[config.mk]
export PLATFORM = sky130hd
export DESIGN_NAME = uart_rx
export DESIGN_NICKNAME = d
export VERILOG_FILES = /design/src/rtl/uart_rx.sv
export SDC_FILE = /design/constraint.sdc
export NUM_CORES = 1
export LEC_CHECK = 0
export CAP_MARGIN = 20
export CELL_PAD_IN_SITES_DETAIL_PLACEMENT = 1
export CELL_PAD_IN_SITES_GLOBAL_PLACEMENT = 2
export CORE_MARGIN = 3
export CORE_UTILIZATION = 38
export CTS_CLUSTER_SIZE = 12
export DETAILED_ROUTE_END_ITERATION = 12
export PLACE_DENSITY_LB_ADDON = 0.2
export RECOVER_POWER = 25
export SKIP_CTS_REPAIR_TIMING = 1
export SLEW_MARGIN = 20
export SYNTH_ARGS = -nofsm -noshare
export SYNTH_HDL_FRONTEND = slang
export SYNTH_SLANG_ARGS = --single-unit
[constraint.sdc]
create_clock -name clk -period 2.9 [get_ports clk]
set_input_delay 0.58 -clock clk [delete_from_list [all_inputs] [get_ports clk]]
set_output_delay 0.58 -clock clk [all_outputs]
set_load 0.02 [all_outputs]
[src/rtl/uart_rx.sv]
// 8N1 UART receiver with a one-entry valid/ready holding register and sticky error flags.
// Define UART_RX_PARITY_EN to add an even-parity bit after the data bits (8E1) and a live parity_error flag.
module uart_rx #(
    parameter int BAUD_RATE   = 115200,
    parameter int CLOCK_SPEED = 100_000_000
) (
    input  logic       clk,
    input  logic       rst,
    input  logic       serial_in,
    output logic [7:0] rx_data,
    output logic       rx_valid,
    input  logic       rx_ready,
    output logic       framing_error,
    output logic       overrun,
    output logic       parity_error,
    input  logic       error_clear
);

    localparam int TICKS_PER_BIT = CLOCK_SPEED / BAUD_RATE;
    localparam int CNT_W         = $clog2(TICKS_PER_BIT);
    localparam logic [CNT_W-1:0] HALF_M1 = CNT_W'(TICKS_PER_BIT / 2 - 1);
    localparam logic [CNT_W-1:0] FULL_M1 = CNT_W'(TICKS_PER_BIT - 1);

    typedef enum logic [2:0] {
        IDLE,
        START,
        DATA,
`ifdef UART_RX_PARITY_EN
        PARITY,
`endif
        STOP,
        BREAK_WAIT
    } state_t;

    state_t           state_q, state_d;
    logic             sync1_q, sync2_q;
    logic [CNT_W-1:0] tick_q, tick_d;
    logic [2:0]       bit_q, bit_d;
    logic [7:0]       shift_q, shift_d;
    logic [7:0]       data_q, data_d;
    logic             valid_q, valid_d;
    logic             fe_q, fe_d;
    logic             ov_q, ov_d;
    logic             rx_s;
`ifdef UART_RX_PARITY_EN
    logic             pe_q, pe_d;
`endif

    assign rx_s = sync2_q;

    always_comb begin
        state_d = state_q;
        tick_d  = tick_q + 1'b1;
        bit_d   = bit_q;
        shift_d = shift_q;
        data_d  = data_q;
        valid_d = valid_q;
        fe_d    = fe_q;
        ov_d    = ov_q;
`ifdef UART_RX_PARITY_EN
        pe_d    = pe_q;
`endif
        if (valid_q && rx_ready) begin
            valid_d = 1'b0;
        end
        case (state_q)
            IDLE: begin
                tick_d = '0;
                if (!rx_s) begin
                    state_d = START;
                end
            end
            START: begin
                if (tick_q == HALF_M1) begin
                    tick_d  = '0;
                    bit_d   = '0;
                    state_d = rx_s ? IDLE : DATA;
                end
            end
            DATA: begin
                if (tick_q == FULL_M1) begin
                    tick_d         = '0;
                    shift_d[bit_q] = rx_s;
                    bit_d          = bit_q + 1'b1;
                    if (bit_q == 3'd7) begin
`ifdef UART_RX_PARITY_EN
                        state_d = PARITY;
`else
                        state_d = STOP;
`endif
                    end
                end
            end
`ifdef UART_RX_PARITY_EN
            PARITY: begin
                if (tick_q == FULL_M1) begin
                    tick_d  = '0;
                    state_d = STOP;
                    if (^{shift_q, rx_s}) begin
                        pe_d = 1'b1;
                    end
                end
            end
`endif
            STOP: begin
                if (tick_q == FULL_M1) begin
                    tick_d = '0;
                    if (rx_s) begin
                        state_d = IDLE;
                        // A same-cycle consume frees the slot, so it is not an overrun.
                        if (!valid_q || rx_ready) begin
                            data_d  = shift_q;
                            valid_d = 1'b1;
                        end else begin
                            ov_d = 1'b1;
                        end
                    end else begin
                        fe_d    = 1'b1;
                        state_d = BREAK_WAIT;
                    end
                end
            end
            BREAK_WAIT: begin
                tick_d = '0;
                if (rx_s) begin
                    state_d = IDLE;
                end
            end
            default: begin
                tick_d  = '0;
                state_d = IDLE;
            end
        endcase
        if (error_clear) begin
            fe_d = 1'b0;
            ov_d = 1'b0;
`ifdef UART_RX_PARITY_EN
            pe_d = 1'b0;
`endif
        end
    end

    always_ff @(posedge clk or negedge rst) begin
        if (!rst) begin
            state_q <= IDLE;
            sync1_q <= 1'b1;
            sync2_q <= 1'b1;
            tick_q  <= '0;
            bit_q   <= '0;
            shift_q <= '0;
            data_q  <= '0;
            valid_q <= 1'b0;
            fe_q    <= 1'b0;
            ov_q    <= 1'b0;
`ifdef UART_RX_PARITY_EN
            pe_q    <= 1'b0;
`endif
        end else begin
            state_q <= state_d;
            sync1_q <= serial_in;
            sync2_q <= sync1_q;
            tick_q  <= tick_d;
            bit_q   <= bit_d;
            shift_q <= shift_d;
            data_q  <= data_d;
            valid_q <= valid_d;
            fe_q    <= fe_d;
            ov_q    <= ov_d;
`ifdef UART_RX_PARITY_EN
            pe_q    <= pe_d;
`endif
        end
    end

    assign rx_data       = data_q;
    assign rx_valid      = valid_q;
    assign framing_error = fe_q;
    assign overrun       = ov_q;
`ifdef UART_RX_PARITY_EN
    assign parity_error  = pe_q;
`else
    assign parity_error  = 1'b0;
`endif

endmodule

==> results.tsv, run 1 <==
metric	value	unit
run_status	complete, but fails checks	
violations	capacitance limit, slew limit	
dp_cells	214	
core_area	4500	um2
cp_cell_sequence	ha_1 > nand2_1 > or3_1 > o31ai_1 > mux2_2	
cellInternalPower	0.803	mW
worstPathMaxFanout	5	
start_util	40.6	%
pwr-share-seq	52.0	%
rsz0062_at_grt	no	
vdd_ir_drop_max	0.302	mV
avgSynthCellArea	11.8	um2
path_clk_slew	80	ps
drc_errors	0	
leakagePower	0.954	nW
met2_usage	21.1	%
setup_viol_count_final	0	
grt_max_degree	38	
cpMaxStageDelayCell	o31ai_1	
arrival	2410	ps
hp-class	reg2reg	
grt.met3_usage	3.69	%
hpwl	2530	um
max_stage_delay	450	ps
crit_required	3080	ps
drt_first_pass_iters	4	
worstHoldPathCells	0	
ys_dominant_reg_cell	dfrtp_1	
min_from	sync1_q	
grt.total_usage	14.3	%
worstHoldEndpoint	rx_s	
syn-num-nets	164	
busiest_layer	met2	
syn_area	1830	um2
drv_cap	1	
worst_pin_slew	1950	ps
r2r-start	tick_q[0]	
via_per_inst	5.38	
combPwrFrac	1.7	%
relSlewSlack	-29.7	%
use_met1	19.9	%
drive_above_1_share	20.6	%
async_flop_share	100	%
clkPwrFrac	46.3	%
ys_ff_latch	37	
insertion_delay	290	ps
ff2ff_path_depth	5	
yosysUniqueCellTypes	40	
worst_setup_path_start_kind	flop	
first_global_vias	1218	
gp_congestion	0.823	
fin_crit	2230	ps
final_cells	222	
fin_crit_sh	77.0	%
swShare	19.9	%
switchingPower	0.200	mW
path_class	reg2reg	
fin_nets	178	
rows	24	
io_buffers	15	
rr_endpoint	bit_q[1]	
clock_skew	11.4	ps
via_count	1194	
maxClockFrequency	448	MHz
power	1.00	mW
ys_seq_area_share	50.7	%
die_area	5690	um2
clock-root-buffer	clkbuf_8	
htreeDepth	2	
yosys_warnings	0	
fin_tns_setup	0	ps
syn_inst	155	
clock_sinks	37	
end_kind	flop	
hold_violations	0	
wl	3670	um
overflow	0	
drtIter0Drc	63	
r2r_setup_slack	670	ps
drv_slew	38	
area_delta_synth_final	15.1	%
antenna_cells	0	
postRouteAntennaNets	0	
cts_buffer_depth	2	
die_h	75.4	um
fp.dieW	75.4	um
grt_pass1_wl	6040	um
numCtsBuffers	5	
synth_edf_count	0	
antenna_found_initial	0	
io_pins	17	
powerDensity	476	nW/um2
avgRoutedWirePerCell	16.5	um
cts_tree	built	
==> sequential cells by signal, summed over array words and instances (netlist names) <==
register,flops
sync1_q,1
rx_valid,1
rx_data,8
state_q,3
overrun,1
rx_s,1
tick_q,10
bit_q,3
shift_q,8
framing_error,1
==> routing by layer <==
metal | wire length, um | vias to the layer above | part of all wire [%]
met5 | 0 | - | 0
met4 | 59 | 0 | 1.6
met3 | 125 | 6 | 3.4
met2 | 1640 | 22 | 45
met1 | 1840 | 587 | 50
li1 | - | 579 | -
==> how the worst max path moves through the flow <==
stage                   start          to  slack (ps)  depth (start not counted)
finish              tick_q[0]    bit_q[1]         670                          5
global route        tick_q[0]    bit_q[1]         470                          5
CTS                 tick_q[0]    bit_q[1]         640                          5
detailed placement  tick_q[0]    bit_q[1]         650                          5
global placement    tick_q[3]  shift_q[4]         730                          4
floorplan           tick_q[2]  shift_q[1]         840                          6
==> through the flow <==
step | instance area (um2) | hold WS, ps | setup slack [ps] | util (%)
after floorplan | 1830 | 284 | 843 | -
after global placement | 1990 | 349 | 731 | 44.2
after detailed placement | 1990 | 354 | 647 | 44.2
after CTS | 2110 | 365 | 645 | 46.8
after global routing | 2110 | 370 | 467 | 46.8
final | 2110 | 363 | 668 | 46.8
==> power groups by stage <==
| stage | sequential (mW) | clock [mW] | combinational (mW) |
|---|---|---|---|
| finish | 0.522 | 0.465 | 0.0167 |
| global route | 0.522 | 0.500 | 0.0195 |
| CTS | 0.521 | 0.478 | 0.0186 |
| detailed placement | 0.531 | 0 | 0.0184 |
| global placement | 0.531 | 0 | 0.0176 |
| floorplan | 0.529 | 0 | 0.00509 |
==> critical path, delay by kind of cell (launching register included) <==
family          cells  cell delay (ps)
simple gates        2              610
compound gates      1              450
flops               1              390
mux                 1              400
fa+ha+maj           1              270
==> cells in the mapped netlist, types with 4 or more instances <==
library cell / n / area [um2]
mux2_2: 17 / 191
inv_1: 4 / 15.0
xnor2_1: 5 / 43.8
clkbuf_1: 5 / 18.8
nand3_1: 7 / 35.0
nand2_1: 5 / 18.8
dfrtp_1: 35 / 876
ha_1: 4 / 50.1
nand4b_1: 5 / 43.8
nor3_1: 5 / 25.0
nor2_1: 16 / 60.1
==> cell families (layout without fill, tap and decap cells) <==
kind of cell    after synthesis  count (layout)  synth area share (%)
simple gates                 62              62                  22.6
xor+xnor                      8               8                  3.83
buf+inv                      12              27                  3.49
fa+ha+maj                     4               4                  2.73
other cells                   1               1                 0.205
compound gates               12              12                  4.79
mux                          19              19                  11.7
flops                        37              37                  50.7
==> cell usage in the layout (no fill, tap or decap), drive strengths merged, types with 2 or more instances in the layout <==
master          n
ha              4
clkdlybuf4s50  13
dfstp           2
nand2           6
clkbuf          8
dfrtp          35
nand4b          5
mux2           19
nor3b           3
nor2b           2
xnor2           5
nor2           16
a21oi           3
or3b            2
nand3           7
nor3            5
a31oi           3
and4bb          2
inv             4
xor2            3
nand4           3
nor4            2
and3            3
==> area by class of cell <==
| type | count | area (um2) |
|---|---|---|
| clock buffers | 7 | 86.3 |
| clock inverters | 1 | 30.0 |
| fillers | 502 | 2400 |
| inverters | 4 | 15.0 |
| multi-input cells | 106 | 838 |
| flip-flops and latches | 37 | 928 |
| well taps | 52 | 65.1 |
| repair buffers | 15 | 144 |
Note: power is estimated with default switching activity, not from simulation.
==> run 2, diff against run 1 <==
CORE_UTILIZATION = 34   (was 38)
clock period = 1.9 ns   (was 2.9 ns; I/O delays follow)
==> results.tsv, run 2 (synthesis results as in run 1) <==
metric	value	unit	change
crit_required	2070	ps	-1010 ps
worst_pin_slew	935	ps	-1010 ps
leakagePower	1.06	nW	+11%
place_ws	-24.0	ps	-671 ps
powerDensity	658	nW/um2	+38%
htreeDepth	2		unchanged
finish.utilization	44.6	%	-2.2 points
final_cell_mix	dfrtp_1 (34), mux2_2 (17), buf_4 (17)		
io_buffers	15		unchanged
overflow	0		unchanged
ff2ff_path_depth	4		-1
arrival	2000	ps	-410 ps
clock_skew	3.37	ps	-8.02 ps
rows	26		+8.3%
antenna_found_initial	0		unchanged
path_class	reg2reg		
insertion_delay	280	ps	about the same
rr_endpoint	rx_data[4]		
vdd_ir_drop_max	0.459	mV	+52%
wl	4010	um	+9.1%
worst_setup_path_start_kind	flop		
fin_crit_sh	96.8	%	+20 points
fin_crit	1840	ps	-393 ps
run_status	finished, final reports clean		
drv_cap	0		-1
max_stage_delay	480	ps	+30 ps
antenna_cells	0		unchanged
power	1.52	mW	+51%
r2r_setup_slack	60	ps	-610 ps
postRouteAntennaNets	0		unchanged
rsz0062_at_grt	yes		
largest_reg_flops	10		unchanged
path_clk_slew	70	ps	about the same
cts_tree	built		
final_common_cell	dfrtp_1		
fp.dieW	79.4	um	+5.3%
end_kind	flop		
hp-class	in2async		
relSlewSlack	37.7	%	+67 points
drc_errors	0		unchanged
core_area	5170	um2	+15%
via_count	1273		+6.6%
grt_max_degree	38		unchanged
numCtsBuffers	5		unchanged
drt_first_pass_iters	4		unchanged
die_area	6300	um2	+11%
cts_buffer_depth	2		unchanged
avgRoutedWirePerCell	15.5	um	-6.5%
clock_sinks	37		unchanged
top_register	tick_q		
cp_cell_sequence	or3b_4 > nor4_4 > nand2_4 > mux2_2		
worstPathMaxFanout	8		+3
drtIter0Drc	35		-44%
area_delta_synth_final	25.9	%	
setup_viol_count_final	0		unchanged
io_pins	17		unchanged
hpwl	2870	um	+14%
r2r-start	tick_q[3]		
hold_violations	0		unchanged
start_util	35.4	%	-5.2 points
via_per_inst	4.92		-8.6%
cpMaxStageDelayCell	or3b_4		
nFillCells	565		+13%
grt_pass1_wl	7020	um	+16%
drive_above_1_share	31.7	%	+11 points
first_global_vias	1398		+15%
setup_slack	60.7	ps	-607 ps
clock-root-buffer	clkbuf_8		
die_h	79.4	um	+5.3%
maxClockFrequency	544	MHz	+21%
gp_congestion	0.801		-2.7%
drv_slew	0		-100%
fin_nets	197		+11%
grt.total_usage	14.3	%	+0.048 points
==> run 2: changes by cell type in the layout (fill, tap and decap cells not counted), sizes merged <==
cell           change
clkdlybuf4s50      +1
dlygate4sd3        -1
buf               +19
==> run 2: how the worst max path moves through the flow <==
stage               slack (ps)    endpoint        from  cells after the start
floorplan                  -70  shift_q[1]  state_q[0]                      5
global placement            40  rx_data[2]   tick_q[3]                      4
detailed placement         -20  rx_data[4]   tick_q[3]                      4
CTS                        -60  rx_data[4]   tick_q[3]                      4
global route               -20  rx_data[4]   tick_q[3]                      4
finish                      60  rx_data[4]   tick_q[3]                      4
==> run 2: stage by stage <==
step | area, um2 | cells | hold WS, ps | TNS (ps)
floorplan | 1850 | 155 | 84.4 | -135
global placement | 2170 | 251 | 347 | 0
detailed placement | 2170 | 251 | 350 | -137
CTS | 2280 | 259 | 152 | -419
global route | 2300 | 259 | 368 | -132
finish | 2300 | 259 | 313 | 0
==> run 2: power by group <==
| group | internal, mW | leakage [nW] | switching (mW) |
|---|---|---|---|
| Combinational | 0.00938 | 0.506 | 0.0232 |
| Clock | 0.428 | 0.0585 | 0.264 |
| Sequential | 0.791 | 0.495 | 0.00111 |
| Total | 1.23 | 1.06 | 0.288 |
==> run 2: layout make-up <==
| class | count | area (um2) | area share [%] |
|---|---|---|---|
| Timing Repair Buffer | 34 | 289 | 12.5 |
| Clock inverter | 1 | 30.0 | 1.30 |
| Clock buffer | 7 | 86.3 | 3.75 |
| Tap cell | 70 | 87.6 | 3.80 |
| Inverter | 4 | 15.0 | 0.651 |
| Multi-Input combinational cell | 106 | 867 | 37.6 |
| Sequential cell | 37 | 930 | 40.3 |
==> run 2: routing by layer <==
layer	part of all wire [%]	wire length, um	track usage, %	vias to the layer above
li1	-	-	-	618
met1	46	1840	18.8	634
met2	50	1990	23.6	14
met3	3.1	126	3.84	7
met4	1.1	46	3.61	0
met5	0	0	0	-
==> run 2: worst max-delay path: cells and delay by family, from the launching register on <==
kind          cells  cell delay [ps]
flops             1              390
simple gates      3             1030
mux               1              300
==> run 3, diff against run 2 <==
CORE_ASPECT_RATIO = 1.5   (was unset)
TNS_END_PERCENT = 20   (was unset)
==> results.tsv, run 3 (synthesis results as in run 1) <==
metric	value	unit	change
max_stage_delay	420	ps	-60 ps
cp_top_family	simple AND/OR/NAND/NOR gates		
arrival	2060	ps	+60 ps
path_class	reg2reg		
cts_buffer_depth	2		unchanged
grt_pass1_wl	7470	um	+6.4%
fin_crit	1880	ps	+43.4 ps
clock_sinks	37		unchanged
antenna_cells	0		unchanged
htreeDepth	2		unchanged
drc_errors	0		unchanged
start_util	35.4	%	+0.051 points
die_area	6320	um2	+0.29%
numCtsBuffers	5		unchanged
final_cell_mix	dfrtp_1 (35), buf_4 (23), mux2_2 (17)		
grt_max_degree	38		unchanged
core_area	5160	um2	-0.15%
nFillCells	565		unchanged
area_delta_synth_final	26.9	%	
hpwl	3220	um	+12%
largest_reg_flops	10		unchanged
drive_above_1_share	34.9	%	+3.1 points
maxClockFrequency	531	MHz	-2.3%
end_kind	flop		
rows	32		+23%
fin_crit_sh	99.1	%	+2.3 points
final_area	2320	um2	+0.81%
antenna_found_initial	0		unchanged
ff2ff_path_depth	4		unchanged
io_buffers	15		unchanged
via_per_inst	5.04		+2.6%
setup_viol_count_final	0		unchanged
avgRoutedWirePerCell	16.2	um	+4.9%
crit_required	2070	ps	about the same
cpMaxStageDelayCell	or3b_4		
min_from	sync1_q		
dp_cells	253		+0.80%
rsz0062_at_grt	yes		
worst_setup_path_start_kind	flop		
rr_endpoint	shift_q[4]		
worstHoldEndpoint	rx_s		
drv_cap	0		unchanged
drt_first_pass_iters	4		unchanged
drtIter0Drc	44		+26%
placed_area	2200	um2	+1.4%
top_register	tick_q		
cts_tree	built		
first_global_vias	1520		+8.7%
gp_congestion	0.743		-7.2%
insertion_delay	280	ps	about the same
postRouteAntennaNets	0		unchanged
wl	4270	um	+6.5%
final_common_cell	dfrtp_1		
worstHoldPathCells	0		
path_clk_slew	70	ps	about the same
cp_cell_sequence	or3b_4 > nor4_4 > and4bb_2 > mux2_4		
r2r_setup_slack	20	ps	-40 ps
powerDensity	581	nW/um2	-12%
crit_buf_inv	0		unchanged
finish.utilization	45.0	%	+0.43 points
clock_skew	2.90	ps	-0.465 ps
hold_violations	0		unchanged
fp.dieW	65.9	um	-17%
run_status	finished, final reports clean		
worst_pin_slew	972	ps	+36.9 ps
clock-root-buffer	clkbuf_8		
relSlewSlack	35.2	%	-2.5 points
worstPathMaxFanout	6		-2
fin_nets	203		+3.0%
die_h	95.9	um	+21%
vdd_ir_drop_max	0.329	mV	-28%
r2r-start	state_q[0]		
fin_tns_setup	0	ps	unchanged
via_count	1326		+4.2%
hp-class	reg2reg		
final_cells	263		+1.5%
grt.total_usage	16.0	%	+1.6 points
overflow	0		unchanged
drv_slew	0		unchanged
io_pins	17		unchanged
leakagePower	1.07	nW	+1.3%
==> run 3: changes by cell type in the layout (fill, tap and decap cells not counted), moves of 2 or more <==
cell,before,now
clkinv_2,0,2
mux2_4,0,2
dlygate4sd3_1,0,2
mux2_1,2,0
buf_4,17,23
==> run 3: where the power goes <==
part / total, mW / switching (mW) / leakage, nW / internal (mW)
logic: 0.0342 / 0.0245 / 0.533 / 0.00971
clock network: 0.524 / 0.270 / 0.0450 / 0.254
registers: 0.792 / 0.00123 / 0.495 / 0.791
==> run 3: final cells by class <==
type | count | area, um2 | share of cell area, %
Multi-Input combinational cell | 106 | 873 | 37.6
Tap cell | 68 | 85.1 | 3.66
Sequential cell | 37 | 928 | 40.0
Clock inverter | 2 | 10.0 | 0.431
Timing Repair Buffer | 40 | 339 | 14.6
Clock buffer | 6 | 72.6 | 3.12
Inverter | 4 | 15.0 | 0.646
==> run 3: layer usage <==
layer,vias to the layer above,track usage [%],wire length (um)
li1,627,-,-
met1,671,15.4,1590
met2,19,31.3,2470
met3,9,3.27,91
met4,0,7.61,120
met5,-,0,0
==> run 3: metrics by stage <==
stage | power, mW | setup slack (ps) | hold slack, ps
2_1_floorplan | 0.815 | -68.5 | 84.4
5_1_grt | 1.42 | -57.6 | 377
3_3_place_gp | 0.842 | 29.0 | 348
4_1_cts | 1.38 | -39.7 | 372
3_5_place_dp | 0.844 | -31.2 | 358
6_report | 1.35 | 17.2 | 368
==> run 3: how the worst max path moves through the flow <==
| stage | start | end | slack, ps | cells after the start |
|---|---|---|---|---|
| 6_report | state_q[0] | shift_q[4] | 20 | 4 |
| 5_1_grt | tick_q[0] | shift_q[4] | -60 | 6 |
| 3_3_place_gp | tick_q[2] | shift_q[1] | 30 | 4 |
| 2_1_floorplan | state_q[0] | shift_q[1] | -70 | 5 |
| 3_5_place_dp | state_q[2] | shift_q[4] | -30 | 4 |
| 4_1_cts | state_q[2] | shift_q[4] | -40 | 4 |
